--- src/rtl/usb3_phy_seq_pkg.sv ---
// rtl/usb3_phy_seq_pkg.sv - sequencer state encodings and PIPE PowerDown codes
// Purpose: shared types for usb3_phy_seq; the state values double as the
// seq_state debug output, so the encoding must stay fixed.
package usb3_phy_seq_pkg;

    typedef enum logic [2:0] {
        SEQ_IDLE    = 3'd0,
        SEQ_RST     = 3'd1,
        SEQ_STRAP   = 3'd2,
        SEQ_WAIT_ST = 3'd3,
        SEQ_READY   = 3'd4,
        SEQ_PD_WAIT = 3'd5
    } seq_state_e;

    localparam logic [1:0] PD_P0 = 2'b00;
    localparam logic [1:0] PD_P1 = 2'b01;
    localparam logic [1:0] PD_P2 = 2'b10;
    localparam logic [1:0] PD_P3 = 2'b11;

    // PHY is out of reset and sequenced; the pipe and LTSSM may run.
    function automatic logic seq_phy_up(input seq_state_e s);
        return (s == SEQ_READY) || (s == SEQ_PD_WAIT);
    endfunction

endpackage

--- src/rtl/usb3_sync2.sv ---
// rtl/usb3_sync2.sv - two-flop single-bit synchronizer
// Purpose: brings an asynchronous level into the clk domain.
// Ports: clk, reset (sync, active-high), d (async in), q (synced out).
module usb3_sync2 (
    input  logic clk,
    input  logic reset,
    input  logic d,
    output logic q
);

    logic meta_q, meta_d;
    logic sync_q, sync_d;

    always_comb begin
        meta_d = d;
        sync_d = meta_q;
    end

    always_ff @(posedge clk) begin
        if (reset) begin
            meta_q <= 1'b0;
            sync_q <= 1'b0;
        end else begin
            meta_q <= meta_d;
            sync_q <= sync_d;
        end
    end

    assign q = sync_q;

endmodule

--- src/rtl/usb3_phy_seq.sv ---
// rtl/usb3_phy_seq.sv - PIPE3 PHY bring-up and power-state sequencer
// Purpose: times the PHY reset pulse and strap window, waits for PhyStatus to
// confirm the PHY is up, then serves LTSSM PowerDown requests with a PhyStatus
// handshake and timeout.
// Ports:
//   local_clk, reset         clock and sync active-high reset
//   pll_locked               PLL lock (local_clk domain)
//   vbus_present             PwrPresent (async)
//   phy_phy_status           PhyStatus (async)
//   pd_req_state, pd_req_go  PowerDown request from the LTSSM
//   phy_reset_n, strap_oe, strap_val   PHY reset and strap pins
//   phy_ready, phy_power_down          PHY up flag and PowerDown pins
//   pd_ack, pd_err           1-cycle request result pulses
//   seq_state                FSM state (debug)
module usb3_phy_seq
    import usb3_phy_seq_pkg::*;
#(
    parameter int                 STRAP_W    = 3,
    parameter logic [STRAP_W-1:0] STRAP_VAL  = 3'b110,
    parameter int                 RST_CYCLES = 250,
    parameter int                 STRAP_HOLD = 16,
    parameter int                 PD_TIMEOUT = 4096,
    parameter int                 CNT_W      = 16
) (
    input  logic               local_clk,
    input  logic               reset,
    input  logic               pll_locked,
    input  logic               vbus_present,
    input  logic               phy_phy_status,
    input  logic [1:0]         pd_req_state,
    input  logic               pd_req_go,
    output logic               phy_reset_n,
    output logic               strap_oe,
    output logic [STRAP_W-1:0] strap_val,
    output logic               phy_ready,
    output logic [1:0]         phy_power_down,
    output logic               pd_ack,
    output logic               pd_err,
    output logic [2:0]         seq_state
);

    localparam logic [CNT_W-1:0] RST_LAST   = CNT_W'(RST_CYCLES - 1);
    localparam logic [CNT_W-1:0] STRAP_LAST = CNT_W'(STRAP_HOLD - 1);
    localparam logic [CNT_W-1:0] PD_LAST    = CNT_W'(PD_TIMEOUT - 1);

    logic vbus_s, status_s;

    usb3_sync2 u_sync_vbus (
        .clk   (local_clk),
        .reset (reset),
        .d     (vbus_present),
        .q     (vbus_s)
    );

    usb3_sync2 u_sync_status (
        .clk   (local_clk),
        .reset (reset),
        .d     (phy_phy_status),
        .q     (status_s)
    );

    seq_state_e       state_q, state_d;
    logic [CNT_W-1:0] timer_q, timer_d;
    logic             status_prev_q, status_prev_d;
    logic             phy_reset_n_q, phy_reset_n_d;
    logic             strap_oe_q, strap_oe_d;
    logic             phy_ready_q, phy_ready_d;
    logic [1:0]       pwr_q, pwr_d;
    logic             pd_ack_q, pd_ack_d;
    logic             pd_err_q, pd_err_d;

    logic status_rise, status_fall, supply_ok;

    always_comb begin
        status_prev_d = status_s;
        status_rise   = status_s & ~status_prev_q;
        status_fall   = ~status_s & status_prev_q;
        supply_ok     = pll_locked & vbus_s;

        state_d  = state_q;
        pwr_d    = pwr_q;
        pd_ack_d = 1'b0;
        pd_err_d = 1'b0;

        if (state_q != SEQ_IDLE && !supply_ok) begin
            // Supply loss overrides everything, including a pending ack.
            state_d = SEQ_IDLE;
        end else begin
            case (state_q)
                SEQ_IDLE:    if (supply_ok) state_d = SEQ_RST;
                SEQ_RST:     if (timer_q == RST_LAST) state_d = SEQ_STRAP;
                SEQ_STRAP:   if (timer_q == STRAP_LAST) state_d = SEQ_WAIT_ST;
                SEQ_WAIT_ST: begin
                    // Edge wins over a coincident timeout.
                    if (status_fall) begin
                        state_d = SEQ_READY;
                    end else if (timer_q == PD_LAST) begin
                        pd_err_d = 1'b1;
                        state_d  = SEQ_RST;
                    end
                end
                SEQ_READY: begin
                    if (pd_req_go) begin
                        if (pd_req_state != pwr_q) begin
                            pwr_d   = pd_req_state;
                            state_d = SEQ_PD_WAIT;
                        end else begin
                            pd_ack_d = 1'b1;
                        end
                    end
                end
                SEQ_PD_WAIT: begin
                    if (status_rise) begin
                        pd_ack_d = 1'b1;
                        state_d  = SEQ_READY;
                    end else if (timer_q == PD_LAST) begin
                        pd_err_d = 1'b1;
                        state_d  = SEQ_READY;
                    end
                end
                default: state_d = SEQ_IDLE;
            endcase
            // Requests outside READY are dropped and flagged.
            if (pd_req_go && state_q != SEQ_READY) pd_err_d = 1'b1;
        end

        if (state_d == SEQ_IDLE) pwr_d = PD_P0;

        timer_d = (state_d != state_q) ? '0 : timer_q + CNT_W'(1);

        // Pin outputs are registered from the next state so they line up
        // with seq_state without decode glitches on the PHY pins.
        phy_reset_n_d = !(state_d inside {SEQ_IDLE, SEQ_RST});
        strap_oe_d    = state_d inside {SEQ_IDLE, SEQ_RST, SEQ_STRAP};
        phy_ready_d   = seq_phy_up(state_d);
    end

    always_ff @(posedge local_clk) begin
        if (reset) begin
            state_q       <= SEQ_IDLE;
            timer_q       <= '0;
            status_prev_q <= 1'b0;
            phy_reset_n_q <= 1'b0;
            strap_oe_q    <= 1'b1;
            phy_ready_q   <= 1'b0;
            pwr_q         <= PD_P0;
            pd_ack_q      <= 1'b0;
            pd_err_q      <= 1'b0;
        end else begin
            state_q       <= state_d;
            timer_q       <= timer_d;
            status_prev_q <= status_prev_d;
            phy_reset_n_q <= phy_reset_n_d;
            strap_oe_q    <= strap_oe_d;
            phy_ready_q   <= phy_ready_d;
            pwr_q         <= pwr_d;
            pd_ack_q      <= pd_ack_d;
            pd_err_q      <= pd_err_d;
        end
    end

    assign phy_reset_n    = phy_reset_n_q;
    assign strap_oe       = strap_oe_q;
    assign strap_val      = STRAP_VAL;
    assign phy_ready      = phy_ready_q;
    assign phy_power_down = pwr_q;
    assign pd_ack         = pd_ack_q;
    assign pd_err         = pd_err_q;
    assign seq_state      = state_q;

endmodule

--- config.mk ---
export PLATFORM = sky130hd
export DESIGN_NAME = usb3_phy_seq
export DESIGN_NICKNAME = d
export VERILOG_FILES = /design/src/rtl/usb3_phy_seq_pkg.sv /design/src/rtl/usb3_sync2.sv /design/src/rtl/usb3_phy_seq.sv
export SDC_FILE = /design/constraint.sdc
export NUM_CORES = 1
export LEC_CHECK = 0
export ABC_AREA = 1
export CAP_MARGIN = 0
export CORE_MARGIN = 2
export CORE_UTILIZATION = 49
export CTS_BUF_LIST = sky130_fd_sc_hd__clkbuf_16
export DETAILED_ROUTE_END_ITERATION = 10
export PLACE_DENSITY = 0.71
export SLEW_MARGIN = 10
export SYNTH_ARGS = -nofsm -noshare
export SYNTH_HDL_FRONTEND = slang
export SYNTH_SLANG_ARGS = --single-unit
--- constraint.sdc ---
create_clock -name local_clk -period 1.9 [get_ports local_clk]
set_input_delay 0.285 -clock local_clk [delete_from_list [all_inputs] [get_ports local_clk]]
set_output_delay 0.285 -clock local_clk [all_outputs]
set_load 0.02 [all_outputs]
; ---- Word level (Yosys, flattened, before mapping)
; Index checks and enable logic that the tools add are counted.
[totals]
output_inout_bits = 13
input_bits = 8
elab_cells = 69
reg_bits = 31
[classes]
n_eq_ne = 15
reduce_logical = 14
add_sub_neg = 1
n_mux = 20
bitwise_logic = 6
[ops]
columns = op, count
row1 = $mux W3, 10
row2 = $pmux W3 S6, 1
row3 = $add A16 B1 Y16 const B, 1
row4 = $eq A16 B12 Y1 const B, 1
row5 = $eq A16 B4 Y1 const B, 1
row6 = $eq A16 B8 Y1 const B, 1
row7 = $eq A3 B3 Y1 const B, 4
row8 = $eq A3 B2 Y1 const B, 3
row9 = $mux W1, 7
row10 = $eq A3 B1 Y1 const B, 2
row11 = $logic_not A3 Y1, 2
row12 = $reduce_bool A3 Y1, 2
row13 = $reduce_or A2 Y1, 3
row14 = $pmux W1 S2, 2
row15 = $reduce_and A4 Y1, 1
row16 = $and A1 B1 Y1, 3
row17 = $ne A3 B3 Y1, 1
row18 = $ne A3 B3 Y1 const B, 1
row19 = $not A1 Y1, 3
row20 = $logic_and A1 B1 Y1, 2
row21 = $logic_not A1 Y1, 2
row22 = $ne A2 B2 Y1, 1
row23 = $reduce_bool A2 Y1, 1
row24 = $logic_or A1 B1 Y1, 1

; ---- Depth between registers and ports, before layout
; Gate-level depths: netlist of the first run.
[logic_depth]
word_depth = 8
ltp_mapped = 14
mapped_depth_nobuf = 13

; ---- Hierarchy
; A second synthesis of the first run with hierarchy kept.
[unflattened]
hier_cells = 213
hier_area_um2 = 1606.5
[by_module_without_submodules]
columns = mod, area_per_inst_um2, n_inst, seq_area_each_um2, cells_per_inst
row1 = usb3_phy_seq, 1496.4, 1, 540.5, 201
row2 = usb3_sync2, 55.1, 2, 40.0, 6

; ---- Worst setup path after synthesis of the first run
; Ideal clock, no wire load.
[synth_timing]
path_type = register to register
from = reg timer_q[0]
to = reg timer_q[2]
stages_incl_launch_ff = 12
path_slack_ps = 121
t_arrival_ps = 1659
cell_sequence = dfxtp_1 > ha_1 > nand3_4 > nor2_8 > nand2_2 > nand3_1 > nand3_2 > a21oi_1 > nor2_2 > nand2_4 > buf_12 > nor2_4
[synth_between]
elab_chain_len = 7
word_cells_on_any_way = 14
classes_between = add/sub: 1 / eq/ne: 4 / mux: 8 / reduce/logical: 1
[synth_lines]
columns = element, line
row1 = from (decl), usb3_phy_seq.sv:63  ; logic [CNT_W-1:0] timer_q, timer_d;
row2 = from (signal assigned), usb3_phy_seq.sv:151  ; timer_q <= timer_d;
row3 = $eq A16 B12 Y1, "usb3_phy_seq.sv:97, usb3_phy_seq.sv:116"
row4 = "$mux W3, on equally long branches", "usb3_phy_seq.sv:116, usb3_phy_seq.sv:97"
row5 = "$mux W3, on equally long branches", "usb3_phy_seq.sv:113, usb3_phy_seq.sv:95"
row6 = $pmux W3 S6, usb3_phy_seq.sv:89  ; case (state_q)
row7 = $mux W3, usb3_phy_seq.sv:85  ; if (state_q != SEQ_IDLE && !supply_ok) begin
row8 = $ne A3 B3 Y1, usb3_phy_seq.sv:129  ; timer_d = (state_d != state_q) ? '0 : timer_q + CNT_W'(1);
row9 = $reduce_or A2 Y1 (no line), --
; Several ways; a longest one is shown, not always the timed one.
; A chain may end at the register's enable or synchronous reset.

; ---- Worst setup path in the final report of the first run
[layout_timing]
from = reg timer_q[1]
to = reg timer_q[15]
; Same word-level chain as after synthesis.

==> results_dict.tcl, run 1 <==
set metrics [dict create \
    cts.sinks 31 \
    status "finished, final reports clean" \
    detail_route.wl_per_cell_um 10.09 \
    start_kind "register" \
    yosysUniqueCellTypes 30 \
    syn_area_sq_mm 0.001627 \
    fin_area_sq_mm 0.002090 \
    combPwrFrac_pct 8.7 \
    cts_tree "done" \
    pre_cts_slack_ns -0.05504 \
    ys_seq_elements 31 \
    final_nets 251 \
    clkLatencyLatePin_ns 0.27 \
    cts_buffer_depth 2 \
    setup_slack_ns 0.1657 \
    die_w_um 61.62 \
    drt_wl_total_um 2887 \
    synth_seq_area_share_pct 38.15 \
    hold_viol 0 \
    post-route-util_pct 67.34 \
    rows 20 \
    max_cap_viol_count 0 \
    drt_iter0_markers 54 \
    p_sw_uw 355.4 \
    min_period_ns 1.734 \
    n_antenna_cell 0 \
    avgViaCountPerCell 4.493 \
    grt_setup_unrepaired "false" \
    whs_ns 0.4025 \
    cts_buffers 5 \
    die-area_sq_mm 0.003796 \
    powerDensity_mw_per_mm2 746.6 \
    pin_count 21 \
    ys_warn_count 0 \
    maxSlewViolCount 0 \
    hold_buffers 0 \
    finalClockSkew_ns 0.003925 \
    cp.arrival_ns 1.90 \
    placed_area_sq_mm 0.001917 \
    ir_drop_uv 522.0 \
    vias 1285 \
    drive_gt1_share_pct 22.31 \
    p_leak_uw 0.0009020 \
    io_buffers 17 \
    crit_path_end_kind "register" \
    p_int_uw 1205 \
    drc_errors 0 \
    die_h_um 61.62 \
    crit_fanout 8 \
    min_path_type "reg2reg" \
    finalSetupViolCount 0 \
    start_util_pct 52.42 \
    drtAntennaViolNets 0 \
    grt_max_degree 11 \
    areaGrowthSynthToFinish_pct 28.46 \
    grt_overflow 0 \
    syn_inst 208 \
    htree_levels 2 \
    root_buffer "clkbuf_16" \
    cp.required_ns 2.06 \
    dr.pass1.iters 4 \
    coreArea_sq_mm 0.003103 \
    routabilityCongestion 0.8810 \
    path_clk_slew_ns 0.05 \
    grt_pass1_vias 1192 \
    period_share_pct 91.28 \
    antenna_found_initial 0 \
    hpwl_um 2103 \
    swShare_pct 22.78 \
    grt_use_total_pct 17.66 \
    seqPwrFrac_pct 43.3 \
    fmax_mhz 576.6 \
    criticalPathCategory "reg2reg" \
    power.share.clock_pct 48.0 \
    syn_avg_cell_area_sq_um 7.820 \
    grt_first_pass_wirelength_um 4947 \
]
## layer usage
metal  share of wire (%)  global-route usage [%]  vias to the layer above  routed length (um)
met5                   0                       0                        -                   0
met4                 1.5                   7.295                        0                  44
met3                 3.4                   4.412                        5                  97
met2                  45                   26.62                       20                1305
met1                  50                   24.07                      562                1439
li1                    -                       -                      698                   -
## timing repair
| action | in CTS | in global routing |
|---|---|---|
| setup buffers | 0 | 2 |
| gates resized for setup | 0 | 6 |
| setup endpoints to repair | 0 | 16 |
## worst paths after layout
path	start	endpoint	slack, ns	depth (start not counted)
setup reg to reg	timer_q[1]$_SDFF_PP0_	timer_q[15]$_SDFF_PP0_	0.17	11
hold reg to reg	u_sync_status.meta_q$_SDFF_PP0_	u_sync_status.q$_SDFF_PP0_	0.40	2
hold / removal	u_sync_status.meta_q$_SDFF_PP0_	u_sync_status.q$_SDFF_PP0_	0.40	2
setup / recovery	timer_q[1]$_SDFF_PP0_	timer_q[15]$_SDFF_PP0_	0.17	11
## Yosys cell counts (all sizes together)
cell type / instances / area (sq um)
nand4: 1 / 6.260
conb: 2 / 7.510
xor2: 9 / 78.83
o21ai: 3 / 15.01
ha: 2 / 25.02
inv: 31 / 116.4
or2: 1 / 6.260
clkbuf: 1 / 3.750
a31oi: 1 / 6.260
nor3: 1 / 5.000
a21boi: 1 / 11.26
xnor2: 5 / 43.79
a32oi: 1 / 8.760
nor2: 47 / 270.3
a21oi: 8 / 40.04
dfxtp: 31 / 620.6
mux2: 1 / 11.26
buf: 4 / 42.54
nand3: 17 / 112.6
nand3b: 3 / 22.52
nand2: 38 / 172.7
## metrics by stage
step | total power (uW) | TNS (ns) | std cells
after global routing | 1622 | 0 | 286
after CTS | 1570 | 0 | 284
after detailed placement | 821.4 | -0.1338 | 276
final | 1560 | 0 | 286
after floorplan | 775.1 | 0 | 209
after global placement | 820.2 | -0.02321 | 276
## cell families (layout without fill, tap and decap cells)
family	Yosys count	count (layout)	synth area share [%]
AND/OR/NAND/NOR	108	108	36.62
buffers and inverters	36	69	10.00
flip-flops	31	31	38.15
AO/OA/AOI/OAI	14	14	5.000
XOR/XNOR	14	14	7.539
adder cells (fa/ha/maj)	2	2	1.538
other	2	3	0.4617
multiplexers	1	1	0.6923
## power groups by stage
stage | Sequential [uW] | Combinational (uW) | Clock (uW)
after floorplan | 689 | 85.9 | 0
final | 676 | 136 | 748
after detailed placement | 686 | 135 | 0
after global placement | 686 | 135 | 0
after global routing | 677 | 150 | 796
after CTS | 672 | 136 | 762
## sequential cells by signal, summed over array words and instances (netlist names)
name,cells
phy_ready,1
pd_ack,1
u_sync_vbus.meta_q,1
phy_power_down,2
u_sync_vbus.q,1
pd_err,1
strap_oe,1
seq_state,3
u_sync_status.q,1
timer_q,16
status_prev_q,1
u_sync_status.meta_q,1
phy_reset_n,1
## critical path, cell delays in order, from the launching register on
cell	delay, ns
dfxtp_1	0.39
ha_4	0.17
nand3_4	0.12
nor2_8	0.15
nand2_2	0.07
nand3_1	0.08
nand3_2	0.10
a21oi_1	0.18
nor2_2	0.07
nand2_4	0.09
buf_12	0.15
nor2_1	0.04
## final cells by class
| cell class | count | area [sq um] |
|---|---|---|
| fillers | 291 | 1013 |
| multi-input cells | 142 | 862.1 |
| flip-flops and latches | 31 | 623.1 |
| repair buffers | 30 | 292.8 |
| clock buffers | 5 | 125.1 |
| inverters | 31 | 116.4 |
| well taps | 44 | 55.05 |
| clock inverters | 3 | 15.01 |
## cells in the final DEF, fill, tap and decap left out, types with 6 or more instances in the layout
cell / instances
a21oi_1: 8
dfxtp_1: 29
nand3_1: 13
nor2_1: 34
inv_1: 26
nand2_2: 6
nand2_1: 30
clkdlybuf4s50_1: 17
xor2_1: 9
buf_4: 11
nor2_4: 10
No activity file was read; power rests on OpenSTA's default activity.
==> inputs of run 2 (changes only) <==
Settings changed: CTS_BUF_LIST sky130_fd_sc_hd__clkbuf_16 to not set.
==> run 2 against run 1 <==
Effect of this change:
- power fell by 19%
- register-to-register slack about the same
- clock power down 40%
- first-iteration DRC count fell by 54%
- sequential power down 0.6%
- combinational power about the same
- hold slack better by 0.0067 ns
- core utilization down 2.9 points
- global-route usage grew 0.13 points
- clock-buffer cell count increased by 2
- critical path type unchanged
- largest power group is now sequential cells
- highest routed layer unchanged
==> results_dict.tcl, run 2 (synthesized netlist as in run 1, its figures left out) <==
set metrics [dict create \
    grt_pass1_vias 1193 \
    reg2reg_from "timer_q[1]$_SDFF_PP0_" \
    io_buffers 17 \
    r2r_cells 11 \
    fin_area_sq_mm 0.001998 \
    areaGrowthSynthToFinish_pct 22.85 \
    p_leak_uw 0.0008631 \
    fillCellCount 298 \
    path_clk_slew_ns 0.10 \
    hpwl_um 2103 \
    criticalPathCategory "reg2reg" \
    min_path_type "reg2reg" \
    ir_drop_uv 477.7 \
    grt_overflow 0 \
    vias 1281 \
    layout_common_cells "nor2_1, nand2_1, dfxtp_1" \
    final_nets 249 \
    die_h_um 61.62 \
    start_util_pct 52.42 \
    crit_path_start "timer_q[1]$_SDFF_PP0_" \
    reg2reg_setup_slack_ns 0.15 \
    max_cap_viol_count 0 \
    coreArea_sq_mm 0.003103 \
    grt_setup_unrepaired "false" \
    hold_viol 0 \
    grt_max_degree 11 \
    drt_wl_total_um 2855 \
    finalSetupViolCount 0 \
    die_w_um 61.62 \
    root_buffer "clkbuf_4" \
    dr.pass1.iters 4 \
    finalClockSkew_ns 0.003916 \
    drt_iter0_markers 25 \
    cts_buffers 5 \
    largest-register "timer_q" \
    pin_count 21 \
    reg2reg_to "timer_q[15]$_SDFF_PP0_" \
    final_common_cell "nor2_1" \
    powerDensity_mw_per_mm2 630.0 \
    crit_fanout 8 \
    htree_levels 2 \
    hold_buffers 0 \
    cp.required_ns 2.13 \
    placed_area_sq_mm 0.001917 \
    crit_path_end_kind "register" \
    fmax_mhz 572.7 \
    drtAntennaViolNets 0 \
    cts_tree "done" \
    clkLatencyLatePin_ns 0.33 \
    start_kind "register" \
    n_antenna_cell 0 \
    die-area_sq_mm 0.003796 \
    drc_errors 0 \
    antenna_found_initial 0 \
    whs_ns 0.4093 \
    largest_register_ff_count 16 \
    rows 20 \
    avgViaCountPerCell 4.511 \
    cp.arrival_ns 1.98 \
    detail_route.wl_per_cell_um 10.05 \
    drive_gt1_share_pct 22.92 \
    grt_use_total_pct 17.79 \
    cts.sinks 31 \
    routabilityCongestion 0.8810 \
    status "finished, final reports clean" \
    min_period_ns 1.746 \
    grt_first_pass_wirelength_um 4954 \
    maxSlewViolCount 0 \
    period_share_pct 91.90 \
    cts_buffer_depth 2 \
    endpoint "timer_q[15]$_SDFF_PP0_" \
]
## run 2: layer usage
metal  up-vias  track usage, %  routed length [um]
li1        693               -                   -
met1       563           23.56                1433
met2        18           27.22                1264
met3         7           4.412                  97
met4         0           8.207                  59
met5         -               0                   0
## run 2: worst min path at each step
stage / end / from / cells past startpoint
detailed placement: u_sync_status.q$_SDFF_PP0_ / u_sync_status.meta_q$_SDFF_PP0_ / 2
finish: u_sync_status.q$_SDFF_PP0_ / u_sync_status.meta_q$_SDFF_PP0_ / 2
floorplan: u_sync_status.q$_SDFF_PP0_ / u_sync_status.meta_q$_SDFF_PP0_ / 2
CTS: u_sync_status.q$_SDFF_PP0_ / u_sync_status.meta_q$_SDFF_PP0_ / 2
global route: u_sync_status.q$_SDFF_PP0_ / u_sync_status.meta_q$_SDFF_PP0_ / 2
global placement: u_sync_status.q$_SDFF_PP0_ / u_sync_status.meta_q$_SDFF_PP0_ / 2
## run 2: where the power goes
| group | switching [uW] | internal, uW |
|---|---|---|
| sequential | 8.53 | 664 |
| combinational | 71.8 | 64.2 |
| clock | 234 | 216 |
| total | 315 | 944 |
## run 2: layout make-up
class	instances	area, sq um	area share, %
clock buffers	7	65.06	3.256
clock inverters	1	7.507	0.3757
inverters	31	116.4	5.823
multi-input cells	142	852.1	42.64
flip-flops and latches	31	624.3	31.25
well taps	44	55.05	2.755
repair buffers	28	277.8	13.90
## run 2: critical path, stage by stage (launching register included)
cell and delay, ns:
dfxtp_2 0.35, ha_2 0.21, nand3_4 0.13, nor2_8 0.16, nand2_2 0.08, nand3_1 0.08
nand3_2 0.10, a21oi_1 0.18, nor2_2 0.07, nand2_4 0.09, buf_12 0.15, nor2_1 0.04
## run 2: what timing repair did
item,4_1_cts,5_1_grt
setup buffers,0,0
endpoints found under the setup margin,0,16
resized for setup,0,6
## run 2: metrics by stage
stage	setup WS, ns	std cells	utilization [%]	setup TNS [ns]	power, uW
floorplan	0.1208	209	-	0	775.1
global placement	-0.02321	276	61.77	-0.02321	820.2
detailed placement	-0.05504	276	61.77	-0.1338	821.4
CTS	0.06447	284	64.11	0	1273
global route	0.005611	284	64.40	0	1319
finish	0.1540	284	64.40	0	1259
